<file path="src/rtl/multicycle_sequencer_if.sv">
// Control bus between the multi-cycle sequencer and the 16-bit CPU datapath.
// The master side is the sequencer; the slave side is the datapath and memory port.
interface multicycle_sequencer_if #(
  parameter int unsigned WORD_SIZE = 16
);
  logic [3:0]           opcode;
  logic [5:0]           func;
  logic                 bcond;
  logic                 mem_ready;
  logic                 pc_write;
  logic                 pc_write_cond;
  logic                 ir_write;
  logic                 mdr_write;
  logic                 alureg_write;
  logic                 reg_write;
  logic                 mem_read;
  logic                 mem_write;
  logic                 i_or_d;
  logic                 mem_to_reg;
  logic                 alu_src_a;
  logic                 write_data;
  logic [1:0]           alu_src_b;
  logic [1:0]           imm_sel;
  logic [1:0]           reg_dst;
  logic [1:0]           pc_source;
  logic [3:0]           alu_op;
  logic                 inst_done;
  logic                 wwd;
  logic                 halted;
  logic [WORD_SIZE-1:0] num_inst;

  modport master (
    input  opcode, func, bcond, mem_ready,
    output pc_write, pc_write_cond, ir_write, mdr_write, alureg_write, reg_write,
           mem_read, mem_write, i_or_d, mem_to_reg, alu_src_a, write_data,
           alu_src_b, imm_sel, reg_dst, pc_source, alu_op,
           inst_done, wwd, halted, num_inst
  );

  modport slave (
    output opcode, func, bcond, mem_ready,
    input  pc_write, pc_write_cond, ir_write, mdr_write, alureg_write, reg_write,
           mem_read, mem_write, i_or_d, mem_to_reg, alu_src_a, write_data,
           alu_src_b, imm_sel, reg_dst, pc_source, alu_op,
           inst_done, wwd, halted, num_inst
  );
endinterface

</file>
<file path="src/rtl/multicycle_sequencer.sv">
// Multi-cycle CPU control sequencer: FETCH/DECODE/EXEC/MEM/WB/HALT with
// memory-ready stretching and a retired-instruction counter.
module multicycle_sequencer #(
  parameter int unsigned WORD_SIZE = 16
) (
  input  logic                   clk,
  input  logic                   reset_n,
  multicycle_sequencer_if.master bus
);
  typedef enum logic [2:0] {FETCH, DECODE, EXEC, MEM, WB, HALT} state_t;

  localparam logic [3:0] OP_ADI = 4'd4;
  localparam logic [3:0] OP_ORI = 4'd5;
  localparam logic [3:0] OP_LHI = 4'd6;
  localparam logic [3:0] OP_LWD = 4'd7;
  localparam logic [3:0] OP_SWD = 4'd8;
  localparam logic [3:0] OP_JMP = 4'd9;
  localparam logic [3:0] OP_JAL = 4'd10;
  localparam logic [3:0] OP_R   = 4'd15;
  localparam logic [5:0] FN_JPR = 6'd25;
  localparam logic [5:0] FN_JRL = 6'd26;
  localparam logic [5:0] FN_WWD = 6'd28;
  localparam logic [5:0] FN_HLT = 6'd29;
  localparam logic [3:0] ALU_ADD = 4'd0;
  localparam logic [3:0] ALU_ORR = 4'd3;
  localparam logic [3:0] ALU_LHI = 4'd8;
  localparam logic [3:0] ALU_BNE = 4'd9;

  state_t               state_q, state_d;
  logic [WORD_SIZE-1:0] num_inst_q;
  logic                 r_alu;
  logic                 unused_bcond;

  // The branch decision itself is made in the datapath via pc_write_cond.
  assign unused_bcond = bus.bcond;
  assign r_alu        = (bus.opcode == OP_R) && (bus.func < 6'd8);
  assign bus.num_inst = num_inst_q;

  always_ff @(posedge clk or negedge reset_n) begin
    if (!reset_n) begin
      state_q    <= FETCH;
      num_inst_q <= '0;
    end else begin
      state_q <= state_d;
      if (bus.inst_done) num_inst_q <= num_inst_q + WORD_SIZE'(1);
    end
  end

  always_comb begin
    state_d           = state_q;
    bus.pc_write      = 1'b0;
    bus.pc_write_cond = 1'b0;
    bus.ir_write      = 1'b0;
    bus.mdr_write     = 1'b0;
    bus.alureg_write  = 1'b0;
    bus.reg_write     = 1'b0;
    bus.mem_read      = 1'b0;
    bus.mem_write     = 1'b0;
    bus.i_or_d        = 1'b0;
    bus.mem_to_reg    = 1'b0;
    bus.alu_src_a     = 1'b0;
    bus.write_data    = 1'b0;
    bus.alu_src_b     = 2'd0;
    bus.imm_sel       = 2'd0;
    bus.reg_dst       = 2'd0;
    bus.pc_source     = 2'd0;
    bus.alu_op        = ALU_ADD;
    bus.inst_done     = 1'b0;
    bus.wwd           = 1'b0;
    bus.halted        = 1'b0;
    // Outputs are decoded only while out of reset so the datapath sees all-zero controls during reset.
    if (reset_n) begin
      case (state_q)
        FETCH: begin
          bus.mem_read  = 1'b1;
          bus.alu_src_b = 2'd1;
          if (bus.mem_ready) begin
            bus.ir_write = 1'b1;
            bus.pc_write = 1'b1;
            state_d      = DECODE;
          end
        end
        DECODE: begin
          bus.alu_src_b    = 2'd2;
          bus.imm_sel      = 2'd1;
          bus.alureg_write = 1'b1;
          state_d          = EXEC;
          if (bus.opcode == OP_R && bus.func == FN_HLT) begin
            bus.inst_done = 1'b1;
            state_d       = HALT;
          end else if (bus.opcode == OP_JMP || bus.opcode == OP_JAL) begin
            bus.pc_write  = 1'b1;
            bus.pc_source = 2'd2;
            bus.inst_done = 1'b1;
            state_d       = FETCH;
            if (bus.opcode == OP_JAL) begin
              bus.alu_src_b = 2'd3;
              bus.reg_write = 1'b1;
              bus.reg_dst   = 2'd3;
            end
          end
        end
        EXEC: begin
          state_d = FETCH;
          if (bus.opcode <= 4'd3) begin
            bus.alu_src_a     = 1'b1;
            bus.alu_op        = ALU_BNE + bus.opcode;
            bus.pc_write_cond = 1'b1;
            bus.pc_source     = 2'd1;
            bus.inst_done     = 1'b1;
          end else if (bus.opcode >= OP_ADI && bus.opcode <= OP_SWD) begin
            bus.alu_src_a    = 1'b1;
            bus.alu_src_b    = 2'd2;
            bus.alureg_write = 1'b1;
            bus.imm_sel      = (bus.opcode == OP_ORI || bus.opcode == OP_LHI) ? 2'd0 : 2'd1;
            bus.alu_op       = (bus.opcode == OP_ORI) ? ALU_ORR :
                               (bus.opcode == OP_LHI) ? ALU_LHI : ALU_ADD;
            state_d          = (bus.opcode >= OP_LWD) ? MEM : WB;
          end else if (r_alu) begin
            bus.alu_src_a    = 1'b1;
            bus.alu_op       = bus.func[3:0];
            bus.alureg_write = 1'b1;
            state_d          = WB;
          end else if (bus.opcode == OP_R && (bus.func == FN_JPR || bus.func == FN_JRL)) begin
            bus.pc_write  = 1'b1;
            bus.pc_source = 2'd3;
            bus.inst_done = 1'b1;
            if (bus.func == FN_JRL) begin
              bus.reg_write = 1'b1;
              bus.reg_dst   = 2'd3;
            end
          end else begin
            bus.wwd       = (bus.opcode == OP_R) && (bus.func == FN_WWD);
            bus.inst_done = 1'b1;
          end
        end
        MEM: begin
          bus.i_or_d = 1'b1;
          if (bus.opcode == OP_LWD) begin
            bus.mem_read  = 1'b1;
            bus.mdr_write = bus.mem_ready;
            if (bus.mem_ready) state_d = WB;
          end else begin
            bus.mem_write  = 1'b1;
            bus.write_data = 1'b1;
            if (bus.mem_ready) begin
              bus.inst_done = 1'b1;
              state_d       = FETCH;
            end
          end
        end
        WB: begin
          bus.reg_write  = 1'b1;
          bus.mem_to_reg = (bus.opcode == OP_LWD);
          bus.reg_dst    = (bus.opcode == OP_R) ? 2'd2 : 2'd1;
          bus.inst_done  = 1'b1;
          state_d        = FETCH;
        end
        HALT: begin
          bus.halted = 1'b1;
        end
        default: state_d = FETCH;
      endcase
    end
  end
endmodule

</file>
<file path="src/flat_wrapper.sv">
// flat-port wrapper written by rule: the top's interface ports become plain ports
module multicycle_sequencer_flat 
#(
  parameter int unsigned WORD_SIZE = 16
)
  (clk, reset_n, bus_opcode, bus_func, bus_bcond, bus_mem_ready, bus_pc_write, bus_pc_write_cond, bus_ir_write, bus_mdr_write, bus_alureg_write, bus_reg_write, bus_mem_read, bus_mem_write, bus_i_or_d, bus_mem_to_reg, bus_alu_src_a, bus_write_data, bus_alu_src_b, bus_imm_sel, bus_reg_dst, bus_pc_source, bus_alu_op, bus_inst_done, bus_wwd, bus_halted, bus_num_inst);
  multicycle_sequencer_if #(.WORD_SIZE(WORD_SIZE)) bus_i ();
  input  logic clk;
  input  logic reset_n;
  input wire logic [$bits(bus_i.opcode)-1:0] bus_opcode;
  input wire logic [$bits(bus_i.func)-1:0] bus_func;
  input wire logic [$bits(bus_i.bcond)-1:0] bus_bcond;
  input wire logic [$bits(bus_i.mem_ready)-1:0] bus_mem_ready;
  output wire logic [$bits(bus_i.pc_write)-1:0] bus_pc_write;
  output wire logic [$bits(bus_i.pc_write_cond)-1:0] bus_pc_write_cond;
  output wire logic [$bits(bus_i.ir_write)-1:0] bus_ir_write;
  output wire logic [$bits(bus_i.mdr_write)-1:0] bus_mdr_write;
  output wire logic [$bits(bus_i.alureg_write)-1:0] bus_alureg_write;
  output wire logic [$bits(bus_i.reg_write)-1:0] bus_reg_write;
  output wire logic [$bits(bus_i.mem_read)-1:0] bus_mem_read;
  output wire logic [$bits(bus_i.mem_write)-1:0] bus_mem_write;
  output wire logic [$bits(bus_i.i_or_d)-1:0] bus_i_or_d;
  output wire logic [$bits(bus_i.mem_to_reg)-1:0] bus_mem_to_reg;
  output wire logic [$bits(bus_i.alu_src_a)-1:0] bus_alu_src_a;
  output wire logic [$bits(bus_i.write_data)-1:0] bus_write_data;
  output wire logic [$bits(bus_i.alu_src_b)-1:0] bus_alu_src_b;
  output wire logic [$bits(bus_i.imm_sel)-1:0] bus_imm_sel;
  output wire logic [$bits(bus_i.reg_dst)-1:0] bus_reg_dst;
  output wire logic [$bits(bus_i.pc_source)-1:0] bus_pc_source;
  output wire logic [$bits(bus_i.alu_op)-1:0] bus_alu_op;
  output wire logic [$bits(bus_i.inst_done)-1:0] bus_inst_done;
  output wire logic [$bits(bus_i.wwd)-1:0] bus_wwd;
  output wire logic [$bits(bus_i.halted)-1:0] bus_halted;
  output wire logic [$bits(bus_i.num_inst)-1:0] bus_num_inst;
  assign bus_i.opcode = bus_opcode;
  assign bus_i.func = bus_func;
  assign bus_i.bcond = bus_bcond;
  assign bus_i.mem_ready = bus_mem_ready;
  assign bus_pc_write = bus_i.pc_write;
  assign bus_pc_write_cond = bus_i.pc_write_cond;
  assign bus_ir_write = bus_i.ir_write;
  assign bus_mdr_write = bus_i.mdr_write;
  assign bus_alureg_write = bus_i.alureg_write;
  assign bus_reg_write = bus_i.reg_write;
  assign bus_mem_read = bus_i.mem_read;
  assign bus_mem_write = bus_i.mem_write;
  assign bus_i_or_d = bus_i.i_or_d;
  assign bus_mem_to_reg = bus_i.mem_to_reg;
  assign bus_alu_src_a = bus_i.alu_src_a;
  assign bus_write_data = bus_i.write_data;
  assign bus_alu_src_b = bus_i.alu_src_b;
  assign bus_imm_sel = bus_i.imm_sel;
  assign bus_reg_dst = bus_i.reg_dst;
  assign bus_pc_source = bus_i.pc_source;
  assign bus_alu_op = bus_i.alu_op;
  assign bus_inst_done = bus_i.inst_done;
  assign bus_wwd = bus_i.wwd;
  assign bus_halted = bus_i.halted;
  assign bus_num_inst = bus_i.num_inst;
  multicycle_sequencer #(.WORD_SIZE(WORD_SIZE)) u_core (.clk(clk), .reset_n(reset_n), .bus(bus_i));
endmodule
</file>
<file path="config.mk">
export PLATFORM = sky130hd
export DESIGN_NAME = multicycle_sequencer_flat
export DESIGN_NICKNAME = d
export VERILOG_FILES = /design/src/rtl/multicycle_sequencer_if.sv /design/src/rtl/multicycle_sequencer.sv /design/src/flat_wrapper.sv
export SDC_FILE = /design/constraint.sdc
export NUM_CORES = 1
export LEC_CHECK = 0
export BUFFER_PORTS_ARGS = -buffer_cell sky130_fd_sc_hd__buf_2
export CORE_AREA = 2 2 49 74
export DETAILED_ROUTE_END_ITERATION = 8
export DIE_AREA = 0 0 51 76
export HOLD_SLACK_MARGIN = 0.02
export PLACE_DENSITY = 0.83
export SETUP_SLACK_MARGIN = 0.02
export SYNTH_ARGS = -nofsm -noshare
export SYNTH_HDL_FRONTEND = slang
export SYNTH_SLANG_ARGS = --single-unit
export TNS_END_PERCENT = 1
</file>
<file path="constraint.sdc">
create_clock -name clk -period 4.4 [get_ports clk]
set_input_delay 0.44 -clock clk [delete_from_list [all_inputs] [get_ports clk]]
set_output_delay 0.44 -clock clk [all_outputs]
set_load 0.03 [all_outputs]
</file>
Word level (Yosys, flattened, before mapping)
Index checks and enable logic that the tools add are counted.

storage, ports and cells
  register bits = 19
  input bits = 14
  output and inout bits = 43
  logic and storage cells = 146

cells by class
  $add $sub $neg = 2
  magnitude comparators = 5
  equal/unequal tests = 17
  muxes and demuxes = 109
  bitwise operators = 1
  reduce and logical (&&, ||, !) cells = 10

operator list
  kind                     count
  $mux W1                  57
  $mux W2                  26
  $mux W4                  7
  $mux W3                  9
  $eq A6 B5 Y1 const B     4
  $add A16 B1 Y16 const B  1
  $pmux W3 S5              1
  $eq A4 B3 Y1 const B     3
  $eq A4 B4 Y1 const B     3
  $pmux W2 S3              2
  $ge A4 B3 Y1 const B     2
  $pmux W2 S2              2
  $eq A3 B2 Y1 const B     2
  $eq A3 B3 Y1 const B     2
  $lt A6 B4 Y1 const B     1
  $pmux W1 S3              2
  $logic_and A1 B1 Y1      5
  $add A4 B4 Y4 const A    1
  $le A4 B2 Y1 const B     1
  $le A4 B4 Y1 const B     1
  $ne A2 B2 Y1 const B     2
  $pmux W1 S2              2
  $pmux W1 S4              1
  $reduce_and A4 Y1        1
  4 further kinds          6

Logic depth before layout (Yosys ltp)
  depth in word-level cells = 9
  gate-level depth with buffers = 7
  depth with buffers taken out = 7

Worst setup path before layout
Ideal clock, no wire load.

  path type = input to output
  start = input port bus_opcode[0]
  end = output port bus_alu_op[0]
  arrival = 2.400 ns
  data required time = 3.960 ns
  setup slack = 1.560 ns
  cell stages on the path = 6
  path buffers = 1
  path through = ha_1 -> clkbuf_2 -> nand4b_2 -> or2_2 -> a31oi_1 -> nor2b_1

between the ends
  longest elaborated chain between the ends = 7
  elaborated cells between the ends (all ways) = 14
  those cells by class = add/sub (1); order compare (3); eq/ne (2); mux (6); reduce/logical (2)

ends and longest elaborated chain
  item                                                  RTL line                     text
  from (decl)                                           flat_wrapper.sv:10           input wire logic [$bits(bus_i.opcode)-1:0] bus_opcode;
  branches (longest 4 deep; another with $ge A4 B3 Y1)  --
  $mux W4 (*)                                           multicycle_sequencer.sv:105  if (bus.opcode <= 4'd3) begin
  $mux W4 (*)                                           multicycle_sequencer.sv:73   case (state_q)
  $mux W4 (*)                                           multicycle_sequencer.sv:72   if (reset_n) begin
  to (decl)                                             flat_wrapper.sv:30           output wire logic [$bits(bus_i.alu_op)-1:0] bus_alu_op;

Mark *: on every way between the ends.

Worst setup path after layout
  start = input port bus_opcode[0]
  end = output port bus_reg_dst[0]

between the ends
  longest elaborated chain between the ends = 8
  elaborated cells between the ends (all ways) = 21
  those cells by class = order compare (3); eq/ne (3); mux (10); reduce/logical (5)

ends and longest elaborated chain
  item                 RTL line                     text
  $eq A4 B4 Y1         --
  $logic_and A1 B1 Y1  multicycle_sequencer.sv:124  end else if (bus.opcode == OP_R && (bus.func == FN_JPR || bus.func == FN_JRL)) begin
  $mux W2              multicycle_sequencer.sv:124
  $mux W2              multicycle_sequencer.sv:119  end else if (r_alu) begin
  $mux W2              multicycle_sequencer.sv:111  end else if (bus.opcode >= OP_ADI && bus.opcode <= OP_SWD) begin
  $mux W2              multicycle_sequencer.sv:105
  $pmux W2 S3 (*)      multicycle_sequencer.sv:73
  $mux W2 (*)          multicycle_sequencer.sv:72
  to (decl)            flat_wrapper.sv:28           output wire logic [$bits(bus_i.reg_dst)-1:0] bus_reg_dst;

Every way passes the cells marked *; elsewhere a longest branch is shown, timed or not.

==> results.yml <==
timing:
  period_needed_ps: 2890
  tns_ps: 0
  fmaxAchievable_mhz: 346
  slew_headroom_pct: 55.9
  fin_skew_ps: 1.92
  tightest_slew_ps: 654
  rsz0062_at_grt: "no"
  slew_viol_final: 0
  hold_violations: 0
  period_share_pct: 65.6
  setup_ws_ps: 1510
  setup_viol: 0
synthesis:
  async_flop_share_pct: 100
  ys_top_cells_by_area: "dfrtp_1 28%, xnor2_1 4.6%, nor2_1 4.4%"
  synth-seq-area-share_pct: 27.7
  netlist.area_leader.share_pct: 27.7
  avgSynthCellArea_um2: 8.85
  synthCells: 194
  synth.distinct_cells: 59
  ys_ff_latch: 19
  synth_nets: 213
  synth_edf_count: 0
  yosys_most_used_dff: "dfrtp_1"
  yosysTopAreaCell: "dfrtp_1"
  ys_warn_count: 0
  mappedNetlistArea_um2: 1720
route:
  via_per_inst: 5.76
  drt_iter0_drc: 36
  wl_per_cell_um: 14.8
  dr.pass1.iters: 4
  ant_nets: 0
  drc: 0
  dr_total_vias: 1637
  wirelength_mm: 4.20
cts:
  ctsResizeCount: 0
  cts_root_buffer: "clkbuf_8"
  insertion_delay_ps: 260
  htree_levels: 1
  clk_pin_slew_worst_paths_ps: 70
  cts_hold_buf: 0
  cts_setup_buffers: 0
  cts.sinks: 19
  cts_buffer_depth: 2
  numCtsBuffers: 3
  cts_tree: "done"
final_layout:
  n_antenna_cell: 0
  syn_to_final_growth_pct: 18.4
  design_area_um2: 2030
  nFillCells: 314
  nets: 262
  fin_util_pct: 61.9
  post_route_cells_drive_above_1_share_pct: 33.9
worst_setup_path:
  start_kind: "input port"
  worstSetupEndpointType: "output port"
  worst_ep_arrival_time_ps: 2450
  slowest_stage: "nor4_1"
  path_class: "in -> out"
  cp_cell_sequence: "buf_2 -> ha_1 -> nand4b_2 -> nor4_1 -> nand3b_1 -> o32ai_1 -> o21a_1 -> buf_2"
  max_stage_delay_ps: 440
  crit_top_cell: "buf_2"
  path_max_fanout: 7
  worstPathRequired_ps: 3960
die:
  die_y_um: 76
  row_count: 26
  die_area_um2: 3880
  die_x_um: 51
  initial_core_util_pct: 52.2
  core_um2: 3290
  io_pins: 57
power_and_ir_drop:
  p_seq_share_pct: 33.2
  switching_power_mw: 0.382
  internal-power_mw: 0.420
  vdd_drop_max_uv: 322
  p_sw_share_pct: 47.7
  p_per_area_nw_per_um2: 394
  clock_power_share_pct: 15.4
  pwr-share-comb_pct: 51.4
  cellLeakagePower_nw: 0.992
grt:
  grt_use_total_pct: 22.6
  antenna_found_initial: 0
  grt-ovfl-total: 0
  grt_pass1_vias: 1503
  grt_max_degree: 24
  grt_pass1_wl_mm: 6.98
status:
  status: "finished clean"
place:
  port_buffers: 54
  dpl-instance-area_um2: 1990
  gp_congestion: 0.883
  hpwl_mm: 3.19
  place_ws_ps: 1520
job:
  drv_cap: 0
min_path:
  hp-class: "in -> async"
[per-layer routing]
layer,vias to the layer above,track usage (%),share of wire [%]
met5,-,0,0
met1,772,26.9,40
met2,55,39.2,52
li1,797,-,-
met4,0,10.8,3.0
met3,13,2.35,5.1
[worst max-delay path: cells and delay by family]
kind | cells | cell delay [ps]
buffers and inverters | 2 | 300
AOI/OAI and AO/OA | 2 | 570
and+or+nand+nor | 3 | 810
adders and majority gates | 1 | 320
[stage by stage]
stage / hold WS (ps) / cells / total power [mW]
finish: 59.0 / 284 / 0.802
global route: 70.9 / 284 / 0.856
CTS: 64.1 / 284 / 0.801
detailed placement: 342 / 280 / 0.679
global placement: 332 / 280 / 0.671
floorplan: 144 / 194 / 0.587
[placed cells by master (no fill, tap or decap), types with 3 or more instances in the layout]
cell       n
buf_2     54
nor2_1    20
dfrtp_1   19
xnor2_1    9
nand2_1    8
xor2_1     8
nand3_1    7
inv_1      6
and3_1     6
nand2b_1   5
o21a_1     5
o21ai_0    5
ha_1       5
or2_2      4
a21oi_1    4
nor2b_1    4
nand3b_1   4
and2_1     4
a21oi_2    4
o21ai_1    4
a211oi_1   3
nor3_1     3
and4b_1    3
nand4_1    3
a21boi_2   3
o211ai_1   3
clkbuf_8   3
[sequential cells by signal (all words and copies together) (netlist names)]
signal	flops
u_core.bus.num_inst	16
u_core.state_q	3
[cell usage after synthesis (all sizes together) (6+ instances only)]
| library cell | n |
|---|---|
| nor2 | 20 |
| nand3 | 7 |
| inv | 6 |
| xor2 | 8 |
| and3 | 6 |
| o21ai | 10 |
| dfrtp | 19 |
| xnor2 | 9 |
| a21oi | 9 |
| clkbuf | 6 |
| nand2 | 8 |
[power groups by stage]
stage | Combinational [mW] | Sequential (mW) | Clock [mW]
detailed placement | 0.410 | 0.269 | 0
finish | 0.412 | 0.266 | 0.124
CTS | 0.412 | 0.265 | 0.124
floorplan | 0.320 | 0.267 | 0
global placement | 0.405 | 0.266 | 0
global route | 0.448 | 0.275 | 0.132
[layout make-up]
cell class	instances	area [µm²]	share of cell area (%)
multi-input cells	158	1160	57.0
well taps	42	52.6	2.58
repair buffers	55	278	13.7
clock buffers	4	45.0	2.22
flip-flops and latches	19	475	23.4
inverters	6	22.5	1.11
[cells by family after synthesis]
logic type | synth area share (%)
adders and majority gates | 3.64
xor gates and xnor gates | 8.67
and+or+nand+nor | 27.8
AOI/OAI and AO/OA | 24.8
buffers and inverters | 4.74
muxes | 2.48
DFF | 27.7
other | 0.218
[path summary, 6_finish.rpt]
check                           cells after the start               startpoint                      end  slack (ps)
worst min-delay path                                1                  reset_n  u_core.bus.num_inst[12]          60
worst min register to register                      1  u_core.bus.num_inst[15]  u_core.bus.num_inst[15]         470
min in group clk                                    1  u_core.bus.num_inst[15]  u_core.bus.num_inst[15]         470
max in group asynchronous                           2                  reset_n        u_core.state_q[1]        3780
worst max-delay path                                8            bus_opcode[0]           bus_reg_dst[0]        1510
worst max register to register                      5        u_core.state_q[0]   u_core.bus.num_inst[1]        2250
No activity file was read; power rests on OpenSTA's default activity.
